### config.mk
export PLATFORM = sky130hd
export DESIGN_NAME = calc_engine
export DESIGN_NICKNAME = d
export VERILOG_FILES = /design/src/rtl/calc_pkg.sv /design/src/rtl/calc_seq_divider.sv /design/src/rtl/calc_engine.sv
export SDC_FILE = /design/constraint.sdc
export NUM_CORES = 1
export LEC_CHECK = 0
export CAP_MARGIN = 40
export CORE_ASPECT_RATIO = 1.75
export CORE_UTILIZATION = 45
export CTS_BUF_LIST = sky130_fd_sc_hd__clkbuf_2 sky130_fd_sc_hd__clkbuf_4 sky130_fd_sc_hd__clkbuf_8
export DETAILED_ROUTE_END_ITERATION = 7
export SKIP_LAST_GASP = 1
export SYNTH_ARGS = -nofsm -noshare
export SYNTH_HDL_FRONTEND = slang
export SYNTH_SLANG_ARGS = --single-unit
export TNS_END_PERCENT = 20
### constraint.sdc
create_clock -name clk -period 8.09 [get_ports clk]
set_clock_uncertainty 0.1 [all_clocks]
set_input_delay 1.618 -clock clk [delete_from_list [all_inputs] [get_ports clk]]
set_output_delay 1.618 -clock clk [all_outputs]
set_load 0.02 [all_outputs]
### src/rtl/calc_pkg.sv
// Shared definitions for the keypad calculator core: key codes, pending
// operator encoding, controller states and key classification helpers.
package calc_pkg;

  localparam logic [3:0] KEY_PLUS  = 4'hA;
  localparam logic [3:0] KEY_MINUS = 4'hB;
  localparam logic [3:0] KEY_MUL   = 4'hC;
  localparam logic [3:0] KEY_DIV   = 4'hD;
  localparam logic [3:0] KEY_CLR   = 4'hE;
  localparam logic [3:0] KEY_EQ    = 4'hF;

  typedef enum logic [2:0] {
    OP_NONE,
    OP_ADD,
    OP_SUB,
    OP_MUL,
    OP_DIV
  } op_t;

  typedef enum logic [2:0] {
    ST_CLEAR,
    ST_IDLE,
    ST_DIGIT,
    ST_SHOW_ARG,
    ST_CALC,
    ST_DIV_WAIT,
    ST_SHOW_RES
  } state_t;

  function automatic logic is_digit(input logic [3:0] key);
    return key <= 4'd9;
  endfunction

  // Operator keys map onto the op they leave pending; '=' leaves none.
  function automatic op_t key_to_op(input logic [3:0] key);
    case (key)
      KEY_PLUS:  return OP_ADD;
      KEY_MINUS: return OP_SUB;
      KEY_MUL:   return OP_MUL;
      KEY_DIV:   return OP_DIV;
      default:   return OP_NONE;
    endcase
  endfunction

endpackage

### src/rtl/calc_seq_divider.sv
// Restoring unsigned divider: one quotient bit per clock, WIDTH clocks per
// division. start loads the operands; done is high during the cycle whose
// closing edge retires the last bit, so quotient is final right after it.
module calc_seq_divider #(
  parameter int WIDTH = 16
) (
  input  logic             clk,
  input  logic             rst_n,
  input  logic             start,
  input  logic [WIDTH-1:0] dividend,
  input  logic [WIDTH-1:0] divisor,
  output logic             done,
  output logic [WIDTH-1:0] quotient
);

  localparam int CW = $clog2(WIDTH + 1);

  logic [WIDTH-1:0] rem;
  logic [WIDTH-1:0] quot;
  logic [WIDTH-1:0] dvs;
  logic [CW-1:0]    cnt;
  logic             run;
  logic [WIDTH:0]   shifted;
  logic [WIDTH:0]   diff;

  // Trial subtraction of the divisor from the partial remainder shifted left
  always_comb begin
    shifted = {rem, quot[WIDTH-1]};
    diff    = shifted - {1'b0, dvs};
  end

  assign done     = run && (cnt == CW'(WIDTH - 1));
  assign quotient = quot;

  // Iteration state: remainder, dividend/quotient shift register, bit counter
  always_ff @(posedge clk or negedge rst_n) begin
    if (!rst_n) begin
      rem  <= '0;
      quot <= '0;
      dvs  <= '0;
      cnt  <= '0;
      run  <= 1'b0;
    end else if (start) begin
      rem  <= '0;
      quot <= dividend;
      dvs  <= divisor;
      cnt  <= '0;
      run  <= 1'b1;
    end else if (run) begin
      if (!diff[WIDTH]) begin
        rem  <= diff[WIDTH-1:0];
        quot <= {quot[WIDTH-2:0], 1'b1};
      end else begin
        rem  <= shifted[WIDTH-1:0];
        quot <= {quot[WIDTH-2:0], 1'b0};
      end
      cnt <= cnt + CW'(1);
      if (done) run <= 1'b0;
    end
  end

endmodule

### src/rtl/calc_engine.sv
// Four-function keypad calculator core. Takes one decoded key per handshake
// while idle, builds the operand digit by digit, applies the pending operator
// on each operator/equals key and shows either the operand or the result.
// Division is delegated to a sequential divider when DIV_EN is set.
module calc_engine
  import calc_pkg::*;
#(
  parameter int WIDTH      = 16,
  parameter int MAX_DIGITS = 4,
  parameter int DIV_EN     = 1
) (
  input  logic             clk,
  input  logic             rst_n,
  input  logic             key_valid,
  input  logic [3:0]       key_code,
  output logic             key_ready,
  output logic [WIDTH-1:0] display,
  output logic             busy,
  output logic             ovf,
  output logic             err
);

  localparam int NDW = $clog2(MAX_DIGITS + 1);

  state_t           state;
  state_t           state_next;
  op_t              op;
  logic [WIDTH-1:0] arg;
  logic [WIDTH-1:0] acc;
  logic [NDW-1:0]   ndig;
  logic [3:0]       key_hold;
  logic             eq_res;
  logic             div_pend;
  logic             chain;
  logic             div_go;
  logic             div_done;
  logic [WIDTH-1:0] quot;
  logic [WIDTH:0]   dig_res;
  logic [WIDTH:0]   add_res;
  logic [WIDTH:0]   sub_res;
  logic [WIDTH:0]   mul_res;

  // Each helper returns {overflow, low WIDTH bits of the true result}.
  function automatic logic [WIDTH:0] append_digit(input logic [WIDTH-1:0] a,
                                                  input logic [3:0]       d);
    logic [2*WIDTH-1:0] full;
    full = {{WIDTH{1'b0}}, a} * (2*WIDTH)'(10) + (2*WIDTH)'(d);
    return {|full[2*WIDTH-1:WIDTH], full[WIDTH-1:0]};
  endfunction

  function automatic logic [WIDTH:0] add_wrap(input logic [WIDTH-1:0] a,
                                              input logic [WIDTH-1:0] b);
    return {1'b0, a} + {1'b0, b};
  endfunction

  // Bit WIDTH of the extended difference is the borrow.
  function automatic logic [WIDTH:0] sub_wrap(input logic [WIDTH-1:0] a,
                                              input logic [WIDTH-1:0] b);
    return {1'b0, a} - {1'b0, b};
  endfunction

  function automatic logic [WIDTH:0] mul_wrap(input logic [WIDTH-1:0] a,
                                              input logic [WIDTH-1:0] b);
    logic [2*WIDTH-1:0] full;
    full = {{WIDTH{1'b0}}, a} * {{WIDTH{1'b0}}, b};
    return {|full[2*WIDTH-1:WIDTH], full[WIDTH-1:0]};
  endfunction

  // Candidate results and the chaining/divide decisions for the current state
  always_comb begin
    dig_res = append_digit(arg, key_hold);
    add_res = add_wrap(acc, arg);
    sub_res = sub_wrap(acc, arg);
    mul_res = mul_wrap(acc, arg);
    // No operand typed since the last operator: the new operator just replaces it.
    chain   = (ndig == '0) && (op != OP_NONE);
    div_go  = (state == ST_CALC) && !chain && (op == OP_DIV) && (arg != '0);
  end

  if (DIV_EN != 0) begin : g_div
    calc_seq_divider #(.WIDTH(WIDTH)) u_div (
      .clk      (clk),
      .rst_n    (rst_n),
      .start    (div_go),
      .dividend (acc),
      .divisor  (arg),
      .done     (div_done),
      .quotient (quot)
    );
  end else begin : g_no_div
    assign div_done = 1'b0;
    assign quot     = '0;
  end

  // Controller state register
  always_ff @(posedge clk or negedge rst_n) begin
    if (!rst_n) state <= ST_CLEAR;
    else        state <= state_next;
  end

  // Next-state decode and handshake outputs
  always_comb begin
    state_next = state;
    key_ready  = (state == ST_IDLE);
    busy       = (state != ST_IDLE);
    case (state)
      ST_CLEAR:    state_next = ST_IDLE;
      ST_IDLE: begin
        if (key_valid) begin
          if (is_digit(key_code))                        state_next = ST_DIGIT;
          else if (key_code == KEY_CLR)                  state_next = ST_CLEAR;
          else if ((key_code == KEY_DIV) && (DIV_EN == 0)) state_next = ST_IDLE;
          else                                           state_next = ST_CALC;
        end
      end
      ST_DIGIT:    state_next = ST_SHOW_ARG;
      ST_SHOW_ARG: state_next = ST_IDLE;
      ST_CALC:     state_next = div_go ? ST_DIV_WAIT : ST_SHOW_RES;
      ST_DIV_WAIT: if (div_done) state_next = ST_SHOW_RES;
      ST_SHOW_RES: state_next = ST_IDLE;
      default:     state_next = ST_CLEAR;
    endcase
  end

  // Operand/accumulator datapath, sticky flags and display register
  always_ff @(posedge clk or negedge rst_n) begin
    if (!rst_n) begin
      arg      <= '0;
      acc      <= '0;
      op       <= OP_NONE;
      ndig     <= '0;
      key_hold <= '0;
      eq_res   <= 1'b0;
      div_pend <= 1'b0;
      display  <= '0;
      ovf      <= 1'b0;
      err      <= 1'b0;
    end else begin
      case (state)
        ST_CLEAR: begin
          arg      <= '0;
          acc      <= '0;
          op       <= OP_NONE;
          ndig     <= '0;
          eq_res   <= 1'b0;
          div_pend <= 1'b0;
          display  <= '0;
          ovf      <= 1'b0;
          err      <= 1'b0;
        end
        ST_IDLE: begin
          if (key_valid) key_hold <= key_code;
        end
        ST_DIGIT: begin
          if (ndig < NDW'(MAX_DIGITS)) begin
            arg  <= dig_res[WIDTH-1:0];
            ovf  <= ovf | dig_res[WIDTH];
            ndig <= ndig + NDW'(1);
          end
          // Typing after '=' starts a fresh calculation.
          if ((op == OP_NONE) && eq_res) begin
            acc    <= '0;
            eq_res <= 1'b0;
          end
        end
        ST_SHOW_ARG: display <= arg;
        ST_CALC: begin
          if (!chain) begin
            case (op)
              OP_NONE, OP_ADD: begin
                acc <= add_res[WIDTH-1:0];
                ovf <= ovf | add_res[WIDTH];
              end
              OP_SUB: begin
                acc <= sub_res[WIDTH-1:0];
                ovf <= ovf | sub_res[WIDTH];
              end
              OP_MUL: begin
                acc <= mul_res[WIDTH-1:0];
                ovf <= ovf | mul_res[WIDTH];
              end
              OP_DIV: begin
                if (arg == '0) begin
                  acc <= '1;
                  err <= 1'b1;
                end else begin
                  div_pend <= 1'b1;
                end
              end
              default: ;
            endcase
          end
          op     <= key_to_op(key_hold);
          eq_res <= (key_hold == KEY_EQ);
          arg    <= '0;
          ndig   <= '0;
        end
        ST_SHOW_RES: begin
          if (div_pend) begin
            acc      <= quot;
            display  <= quot;
            div_pend <= 1'b0;
          end else begin
            display  <= acc;
          end
        end
        default: ;
      endcase
    end
  end

endmodule

==> impl_metrics.env, run 1 <==
export IMPL_outcome="finished, final reports clean"
export IMPL_mostFrequentLayoutCells="inv_1 (280), nand2_1 (258), fa_1 (199)"
export IMPL_layout_commonest_cell="inv_1"
export IMPL_finalHoldViolations=0
export IMPL_syn_num_nets=2534
export IMPL_final_layout_size_suffix_gt1_share_pct=5.29
export IMPL_grtUsageTotal_pct=29.0
export IMPL_post_drt_via_cell_ratio=5.87
export IMPL_synthArstFlopShare_pct=100
export IMPL_dieHeight_um=266
export IMPL_dp_cells=2576
export IMPL_ys_seq_area_share_pct=16.6
export IMPL_ctsResizeCount=0
export IMPL_multi_input_area_mm2=0.0135
export IMPL_fillers=3766
export IMPL_fin_util_pct=48.7
export IMPL_tightest_slew_ns=0.949
export IMPL_grt_overflow_total=0
export IMPL_holdCritPathClass="flop to flop"
export IMPL_die_x_um=153
export IMPL_required_ns=8.38
export IMPL_clock_sinks=119
export IMPL_clk_path_buf_depth=2
export IMPL_vias=15298
export IMPL_slew_viol_final=0
export IMPL_period_share_pct=92.4
export IMPL_area_sequential_mm2=0.00298
export IMPL_dp_hpwl_um=45600
export IMPL_die_area_mm2=0.0407
export IMPL_syn_cell_area_mm2=0.0180
export IMPL_grt_max_degree=54
export IMPL_core_area_mm2=0.0393
export IMPL_grt_pass1_wl_um=89300
export IMPL_antenna_cells=0
export IMPL_cts_tree="yes"
export IMPL_max_cap_viol_count=0
export IMPL_postRouteAntennaNets=0
export IMPL_start_util_pct=45.7
export IMPL_total_leakage_power_nw=8.62
export IMPL_ir_drop_v=0.000189
export IMPL_cp_max_fo=16
export IMPL_crit_type="flop to flop"
export IMPL_row_count=96
export IMPL_ys_warn_count=0
export IMPL_grt_pass1_vias=15700
export IMPL_setup_tns_ns=0
export IMPL_slew_limit_headroom_pct=36.7
export IMPL_routabilityCongestion=0.971
export IMPL_htreeDepth=4
export IMPL_max_freq_mhz=134
export IMPL_worstSkewPairLatency_ns=0.48
export IMPL_dr_pass1_iters=7
export IMPL_antenna_found_initial=1
export IMPL_synth_edf_count=0
export IMPL_cp_start_kind="flop"
export IMPL_cp_data_arrival_time_ns=7.76
export IMPL_rsz0062_at_grt="false"
export IMPL_cts_root_buf="clkbuf_8"
export IMPL_cts_clk_slew_worst_paths_ns=0.10
export IMPL_io_pins=27
export IMPL_syn_to_final_growth_pct=6.58
export IMPL_crit_path_end_kind="flop"
export IMPL_post_cts_setup_buffers=0
export IMPL_finalPower_mw=4.11
export IMPL_holdBufCountCts=0
export IMPL_portBuffers=26
export IMPL_avgSynthCellArea_um2=8.39
export IMPL_cts_buffers_inserted=17
export IMPL_instances_no_fill=2608
export IMPL_drtIter0Drc=926
export IMPL_synth_cells=2141
export IMPL_synth_seq_cells=119
export IMPL_fin_crit_ns=7.47
export IMPL_wl_per_cell_um=22.1
export IMPL_ys_types=78
export IMPL_wirelength_um=57600
export IMPL_powerDensity_mw_per_mm2=215
export IMPL_layout_nets=2498
export IMPL_setup_viol=0
export IMPL_synth_main_ff_cell="dfrtp_1"
export IMPL_drc_errors=0
## through the flow
| step | cell area [um^2] | hold WS (ns) | setup WS (ns) |
|---|---|---|---|
| after floorplan | 18000 | 0.353 | 1.23 |
| after global placement | 18700 | 0.371 | 0.689 |
| after detailed placement | 18700 | 0.380 | 0.667 |
| after CTS | 19100 | 0.404 | 0.660 |
| after global routing | 19100 | 0.448 | 0.337 |
| final | 19100 | 0.397 | 0.616 |
## cells by family (layout without fill, tap and decap cells)
kind of cell / after synthesis / count (layout) / share of synthesized area, %
and+or+nand+nor: 656 / 656 / 17.2
adders and majority gates: 386 / 386 / 35.2
xor gates and xnor gates: 71 / 71 / 3.46
muxes: 60 / 60 / 3.43
buffers and inverters: 406 / 383 / 8.53
AOI/OAI and AO/OA: 443 / 443 / 15.6
DFF: 119 / 119 / 16.6
## power by group
group          internal (mW)  leakage (nW)  total (mW)  switching, mW
Combinational           1.03          6.79        2.58           1.55
Clock                  0.306         0.199       0.585          0.278
Sequential             0.701          1.62       0.950          0.249
## layout make-up
class | count | area share (%)
Multi-Input combinational cell | 1616 | 70.3
Sequential cell | 119 | 15.6
Inverter | 280 | 5.49
Timing Repair Buffer | 71 | 3.32
Tap cell | 490 | 3.20
Clock buffer | 22 | 1.52
Clock inverter | 10 | 0.634
## synthesized netlist by cell type, types with 15 or more instances
master / number / area (um^2)
mux2i_1: 51 / 510
nand2_1: 258 / 968
o221ai_1: 18 / 158
nor2_1: 128 / 480
nand3_1: 44 / 220
inv_1: 280 / 1050
xnor2_1: 50 / 438
o21ai_0: 118 / 591
a31oi_1: 16 / 100
a21oi_1: 134 / 671
a21o_1: 20 / 150
dfrtp_1: 119 / 2980
nand2b_1: 15 / 93.8
xor2_1: 21 / 184
nor2b_1: 22 / 138
fa_1: 199 / 3980
and2_1: 94 / 588
a211oi_1: 15 / 113
a211o_1: 17 / 149
nor3_1: 27 / 135
ha_1: 187 / 2340
clkbuf_1: 116 / 435
## sequential cells by signal, indices dropped and copies added (netlist names)
name / count
g_div.u_div.rem: 16
g_div.u_div.cnt: 5
div_pend: 1
acc: 16
g_div.u_div.quotient: 16
g_div.u_div.dvs: 16
eq_res: 1
err: 1
key_hold: 4
g_div.u_div.run: 1
ndig: 3
op: 3
arg: 16
ovf: 1
display: 16
state: 3
## critical path: stages, from the launching register on
cell and delay, ns:
dfrtp_1 0.84, ha_1 0.43, fa_1 0.47, inv_1 0.09, fa_1 0.41, inv_1 0.09
fa_1 0.45, fa_1 0.49, fa_1 0.53, inv_1 0.05, fa_1 0.48, inv_1 0.05
ha_1 0.33, and2_1 0.20, nand3_1 0.12, a211oi_1 0.43, nor2_2 0.11, o21bai_1 0.23
mux2_2 0.38, nor4_2 0.20, nand4_1 0.11, or4_1 0.55, a31o_1 0.24
## layer usage
metal  GRT usage [%]  part of all wire (%)  vias to the layer above
met5               0                 0.023                        -
met4            17.8                   6.7                        2
met3            3.29                   4.1                      184
met2            53.1                    53                      496
met1            31.7                    37                     7589
li1                -                     -                     7027
## worst paths after layout
kind | from | to | slack (ns) | cells after the start
min reg2reg | g_div.u_div.dvs[0]$_DFFE_PN0P_ | g_div.u_div.dvs[0]$_DFFE_PN0P_ | 0.40 | 2
max in group asynchronous | rst_n | g_div.u_div.rem[13]$_DFFE_PN0P_ | 5.94 | 2
min | g_div.u_div.dvs[0]$_DFFE_PN0P_ | g_div.u_div.dvs[0]$_DFFE_PN0P_ | 0.40 | 2
min in group asynchronous | rst_n | key_hold[3]$_DFFE_PN0P_ | 0.93 | 1
max | arg[6]$_DFFE_PN0P_ | ovf$_DFFE_PN0P_ | 0.62 | 22
max reg2reg | arg[6]$_DFFE_PN0P_ | ovf$_DFFE_PN0P_ | 0.62 | 22
No activity file was read; power rests on OpenSTA's default activity.
==> inputs of run 2 (changes only) <==
CELL_PAD_IN_SITES_DETAIL_PLACEMENT = 1   (was default)
CELL_PAD_IN_SITES_GLOBAL_PLACEMENT = 1   (was default)
PLACE_DENSITY_LB_ADDON = 0.1   (was default)
==> impl_metrics.env, run 2 (synthesis results as in run 1) <==
export IMPL_portBuffers=26
export IMPL_post_cts_setup_buffers=0
export IMPL_drc_errors=0
export IMPL_fin_crit_ns=7.60
export IMPL_powerDensity_mw_per_mm2=221
export IMPL_antenna_found_initial=1
export IMPL_postRouteAntennaNets=0
export IMPL_grt_max_degree=70
export IMPL_die_x_um=153
export IMPL_hold_slack_ns=0.391
export IMPL_outcome="finished, final reports clean"
export IMPL_grtUsageTotal_pct=32.3
export IMPL_ctsResizeCount=0
export IMPL_slew_viol_final=0
export IMPL_reg2reg_from="arg[6]$_DFFE_PN0P_"
export IMPL_rsz0062_at_grt="false"
export IMPL_ir_drop_v=0.000276
export IMPL_area_sequential_mm2=0.00298
export IMPL_start_util_pct=45.7
export IMPL_core_area_mm2=0.0393
export IMPL_worstSkewPairLatency_ns=0.49
export IMPL_row_count=96
export IMPL_dieHeight_um=266
export IMPL_clock_sinks=119
export IMPL_finalPower_mw=4.25
export IMPL_multi_input_area_mm2=0.0135
export IMPL_cp_start_kind="flop"
export IMPL_setup_tns_ns=0
export IMPL_antenna_cells=0
export IMPL_htreeDepth=4
export IMPL_final_layout_size_suffix_gt1_share_pct=5.78
export IMPL_min_from="g_div.u_div.dvs[0]$_DFFE_PN0P_"
export IMPL_wl_per_cell_um=24.2
export IMPL_dr_pass1_iters=4
export IMPL_cts_buffers_inserted=17
export IMPL_finalHoldViolations=0
export IMPL_holdBufCountCts=0
export IMPL_crit_path_end_kind="flop"
export IMPL_drtIter0Drc=707
export IMPL_cts_clk_slew_worst_paths_ns=0.09
export IMPL_slew_limit_headroom_pct=39.8
export IMPL_holdCritPathClass="flop to flop"
export IMPL_io_pins=27
export IMPL_max_freq_mhz=132
export IMPL_layout_nets=2509
export IMPL_post_drt_via_cell_ratio=5.96
export IMPL_layout_commonest_cell="inv_1"
export IMPL_required_ns=8.38
export IMPL_vias=15614
export IMPL_syn_to_final_growth_pct=7.17
export IMPL_total_leakage_power_nw=8.68
export IMPL_dp_hpwl_um=51400
export IMPL_cts_tree="yes"
export IMPL_routabilityCongestion=0.985
export IMPL_crit_start="arg[6]$_DFFE_PN0P_"
export IMPL_fillers=4714
export IMPL_period_share_pct=93.9
export IMPL_mostFrequentLayoutCells="inv_1 (280), nand2_1 (258), fa_1 (199)"
export IMPL_cts_root_buf="clkbuf_8"
export IMPL_grt_pass1_vias=17394
export IMPL_tightest_slew_ns=0.903
export IMPL_grt_overflow_total=0
export IMPL_crit_type="flop to flop"
export IMPL_die_area_mm2=0.0407
export IMPL_cp_max_fo=14
export IMPL_grt_pass1_wl_um=99100
export IMPL_clk_path_buf_depth=2
export IMPL_max_cap_viol_count=0
export IMPL_setup_viol=0
export IMPL_cp_data_arrival_time_ns=7.88
export IMPL_wirelength_um=63400
run 2: cell count changes in the layout (fill, tap and decap cells not counted), sizes merged:
cell    previous run  this run
inv              281       283
clkbuf            22        20
buf               46        57
run 2: metal layers:
metal / routed length, um / track usage [%] / part of all wire, %
met3: 1750 / 3.27 / 2.8
met5: 9 / 0 / 0.014
met4: 4420 / 21.5 / 7.0
met2: 34700 / 61.5 / 55
met1: 22600 / 33.0 / 36
run 2: power breakdown:
part	internal [mW]	total (mW)	switching [mW]	leakage [nW]
registers	0.701	0.926	0.226	1.62
clock network	0.297	0.600	0.302	0.196
logic	1.07	2.72	1.65	6.86
run 2: area by class of cell:
type	instances	share of cell area [%]
inverters	280	5.46
clock buffers	20	1.40
multi-input cells	1616	69.9
clock inverters	12	0.741
repair buffers	82	3.85
well taps	490	3.19
flip-flops and latches	119	15.5
run 2: worst paths after layout:
check                                                   to  slack, ns  cells after the start
max                                        ovf$_DFFE_PN0P_       0.49                     22
min reg2reg                 g_div.u_div.dvs[0]$_DFFE_PN0P_       0.39                      2
max in group asynchronous  g_div.u_div.rem[11]$_DFFE_PN0P_       5.87                      2
min in group asynchronous              ndig[0]$_DFFE_PN0P_       0.98                      1
max reg2reg                                ovf$_DFFE_PN0P_       0.49                     22
min                         g_div.u_div.dvs[0]$_DFFE_PN0P_       0.39                      2
run 2: worst max-delay path: stages (launching register included):
cell and delay [ns]:
dfrtp_1 0.72, buf_4 0.29, nand2_1 0.10, fa_1 0.56, inv_1 0.06, fa_1 0.53
inv_1 0.06, fa_1 0.55, fa_1 0.46, fa_1 0.54, inv_1 0.05, fa_1 0.47
ha_1 0.47, and2_1 0.29, and3_1 0.23, and3_1 0.19, o31ai_2 0.11, a211oi_2 0.37
o22ai_1 0.14, mux2i_1 0.23, o21ai_0 0.19, or4_1 0.52, a31o_1 0.23
run 2: stage by stage:
stage,instances,utilization [%],cell area [um^2],setup slack [ns]
4_1_cts,2619,49.0,19200,0.497
3_5_place_dp,2587,48.0,18800,0.550
6_report,2619,49.0,19200,0.494
3_3_place_gp,2580,47.7,18700,0.606
5_1_grt,2619,49.0,19200,0.197
2_1_floorplan,2141,-,18000,1.23
==> inputs of run 3 (changes only) <==
CORE_MARGIN = 1.5   (was default)
==> impl_metrics.env, run 3 (synthesis results as in run 1) <==
export IMPL_setup_ws_ns=0.513
export IMPL_area_sequential_mm2=0.00298
export IMPL_antenna_cells=0
export IMPL_vias=15508
export IMPL_grt_util_met1_pct=33.6
export IMPL_crit_type="flop to flop"
export IMPL_holdCritPathClass="flop to flop"
export IMPL_clk_path_buf_depth=2
export IMPL_cts_clk_slew_worst_paths_ns=0.10
export IMPL_grtUsageMet2_pct=60.1
export IMPL_place_ws_ns=0.641
export IMPL_row_count=96
export IMPL_grtUsageTotal_pct=31.6
export IMPL_outcome="finished, final reports clean"
export IMPL_rrSetupSlack_ns=0.51
export IMPL_grt_pass1_wl_um=97600
export IMPL_routabilityCongestion=0.948
export IMPL_ir_drop_v=0.000230
export IMPL_total_leakage_power_nw=8.68
export IMPL_antenna_found_initial=0
export IMPL_path_common_cell="fa_1"
export IMPL_fin_util_pct=49.0
export IMPL_start_util_pct=45.7
export IMPL_drc_errors=0
export IMPL_post_drt_via_cell_ratio=5.93
export IMPL_ctsResizeCount=0
export IMPL_multi_input_area_mm2=0.0135
export IMPL_syn_to_final_growth_pct=7.06
export IMPL_rr_endpoint="ovf$_DFFE_PN0P_"
export IMPL_finalHoldViolations=0
export IMPL_met3_usage_pct=3.07
export IMPL_cts_buffers_inserted=17
export IMPL_drtIter0Drc=716
export IMPL_cts_tree="yes"
export IMPL_period_share_pct=93.7
export IMPL_clock_sinks=119
export IMPL_setup_viol=0
export IMPL_critPathTopFamily="adder cells"
export IMPL_dp_hpwl_um=51000
export IMPL_die_x_um=154
export IMPL_layout_commonest_cell="inv_1"
export IMPL_mostFrequentLayoutCells="inv_1 (280), nand2_1 (258), fa_1 (199)"
export IMPL_dr_pass1_iters=5
export IMPL_slowest_delay_ns=0.91
export IMPL_crit_start="arg[5]$_DFFE_PN0P_"
export IMPL_wl_per_cell_um=24.0
export IMPL_crit_path_end_kind="flop"
export IMPL_crit_chain="nand2_1 -> fa_1 -> inv_1 -> fa_1 -> inv_1 -> fa_1 -> fa_1 -> fa_1 -> inv_1 -> fa_1 -> ha_1 -> and2_1 -> and3_1 -> and3_1 -> o31ai_2 -> a211oi_2 -> o22ai_1 -> mux2i_1 -> o21ai_0 -> or4_1 -> a31o_1"
export IMPL_grt_max_degree=51
export IMPL_cp_data_arrival_time_ns=7.88
export IMPL_cts_root_buf="clkbuf_8"
export IMPL_cp_start_kind="flop"
export IMPL_cpMaxStageDelayCell="dfrtp_1"
export IMPL_top_usage_layer="met2"
export IMPL_worstSkewPairLatency_ns=0.51
export IMPL_reg2reg_from="arg[5]$_DFFE_PN0P_"
export IMPL_core_area_mm2=0.0393
export IMPL_holdBufCountCts=0
export IMPL_required_ns=8.40
export IMPL_max_cap_viol_count=0
export IMPL_htreeDepth=4
export IMPL_cp_num_buf_inv=3
export IMPL_die_area_mm2=0.0412
export IMPL_max_freq_mhz=132
export IMPL_reg2reg_depth=21
export IMPL_path_depth=21
export IMPL_portBuffers=26
export IMPL_post_cts_setup_buffers=0
export IMPL_fillers=4672
export IMPL_crit_path_end="ovf$_DFFE_PN0P_"
export IMPL_layout_nets=2506
export IMPL_dieHeight_um=267
export IMPL_io_pins=27
export IMPL_final_layout_size_suffix_gt1_share_pct=5.64
export IMPL_rsz0062_at_grt="false"
export IMPL_finalPower_mw=4.24
export IMPL_grt_pass1_vias=16873
export IMPL_setup_tns_ns=0
export IMPL_slew_viol_final=0
export IMPL_powerDensity_mw_per_mm2=221
export IMPL_postRouteAntennaNets=0
export IMPL_cp_max_fo=22
export IMPL_grt_overflow_total=0
export IMPL_tightest_slew_ns=0.938
export IMPL_fin_crit_ns=7.58
export IMPL_slew_limit_headroom_pct=37.4
export IMPL_wirelength_um=62900
==> run 3: cell count changes in the layout (fill, tap and decap cells not counted) <==
cell        change
bufinv_16       -2
buf_16          +1
clkbuf_8        -2
clkinv_4        -3
buf_4           -3
clkbuf_4        -1
clkinvlp_4      -3
clkinv_8        +3
buf_12          -1
inv_8           +8
==> run 3: per-stage QoR <==
stage / cells / instance area [um^2] / hold slack [ns]
2_1_floorplan: 2141 / 18000 / 0.353
3_3_place_gp: 2578 / 18700 / 0.392
3_5_place_dp: 2584 / 18800 / 0.394
4_1_cts: 2616 / 19200 / 0.425
5_1_grt: 2616 / 19200 / 0.456
6_report: 2616 / 19200 / 0.418
==> run 3: power breakdown <==
part / switching, mW / internal, mW / total (mW)
Clock: 0.347 / 0.237 / 0.584
Combinational: 1.65 / 1.08 / 2.73
Sequential: 0.229 / 0.701 / 0.929
Total: 2.22 / 2.02 / 4.24
==> run 3: worst min-delay path by stage <==
stage / startpoint / end / slack (ns) / cells past startpoint
floorplan: g_div.u_div.dvs[0]$_DFFE_PN0P_ / g_div.u_div.dvs[0]$_DFFE_PN0P_ / 0.35 / 2
global placement: g_div.u_div.dvs[0]$_DFFE_PN0P_ / g_div.u_div.dvs[0]$_DFFE_PN0P_ / 0.39 / 2
detailed placement: g_div.u_div.dvs[0]$_DFFE_PN0P_ / g_div.u_div.dvs[0]$_DFFE_PN0P_ / 0.39 / 2
CTS: g_div.u_div.dvs[0]$_DFFE_PN0P_ / g_div.u_div.dvs[0]$_DFFE_PN0P_ / 0.42 / 2
global route: g_div.u_div.dvs[0]$_DFFE_PN0P_ / g_div.u_div.dvs[0]$_DFFE_PN0P_ / 0.46 / 2
finish: g_div.u_div.dvs[0]$_DFFE_PN0P_ / g_div.u_div.dvs[0]$_DFFE_PN0P_ / 0.42 / 2
==> run 3: cell type report <==
class	count	area share, %
multi-input cells	1616	70.0
flip-flops and latches	119	15.5
inverters	280	5.47
repair buffers	79	3.77
well taps	490	3.19
clock buffers	17	1.22
clock inverters	15	0.898
==> run 3: worst min-delay path: stages (launching register included) <==
cell     delay [ns]
dfrtp_1        0.38
nand2_1        0.06
nand2_1        0.06
==> run 3: per-layer routing <==
layer / part of all wire, % / routed length, um / up-vias
met4: 6.2 / 3870 / 0
met1: 36 / 22800 / 7965
li1: - / - / 7034
met3: 3.2 / 2020 / 137
met2: 54 / 34200 / 372
met5: 0 / 0 / -
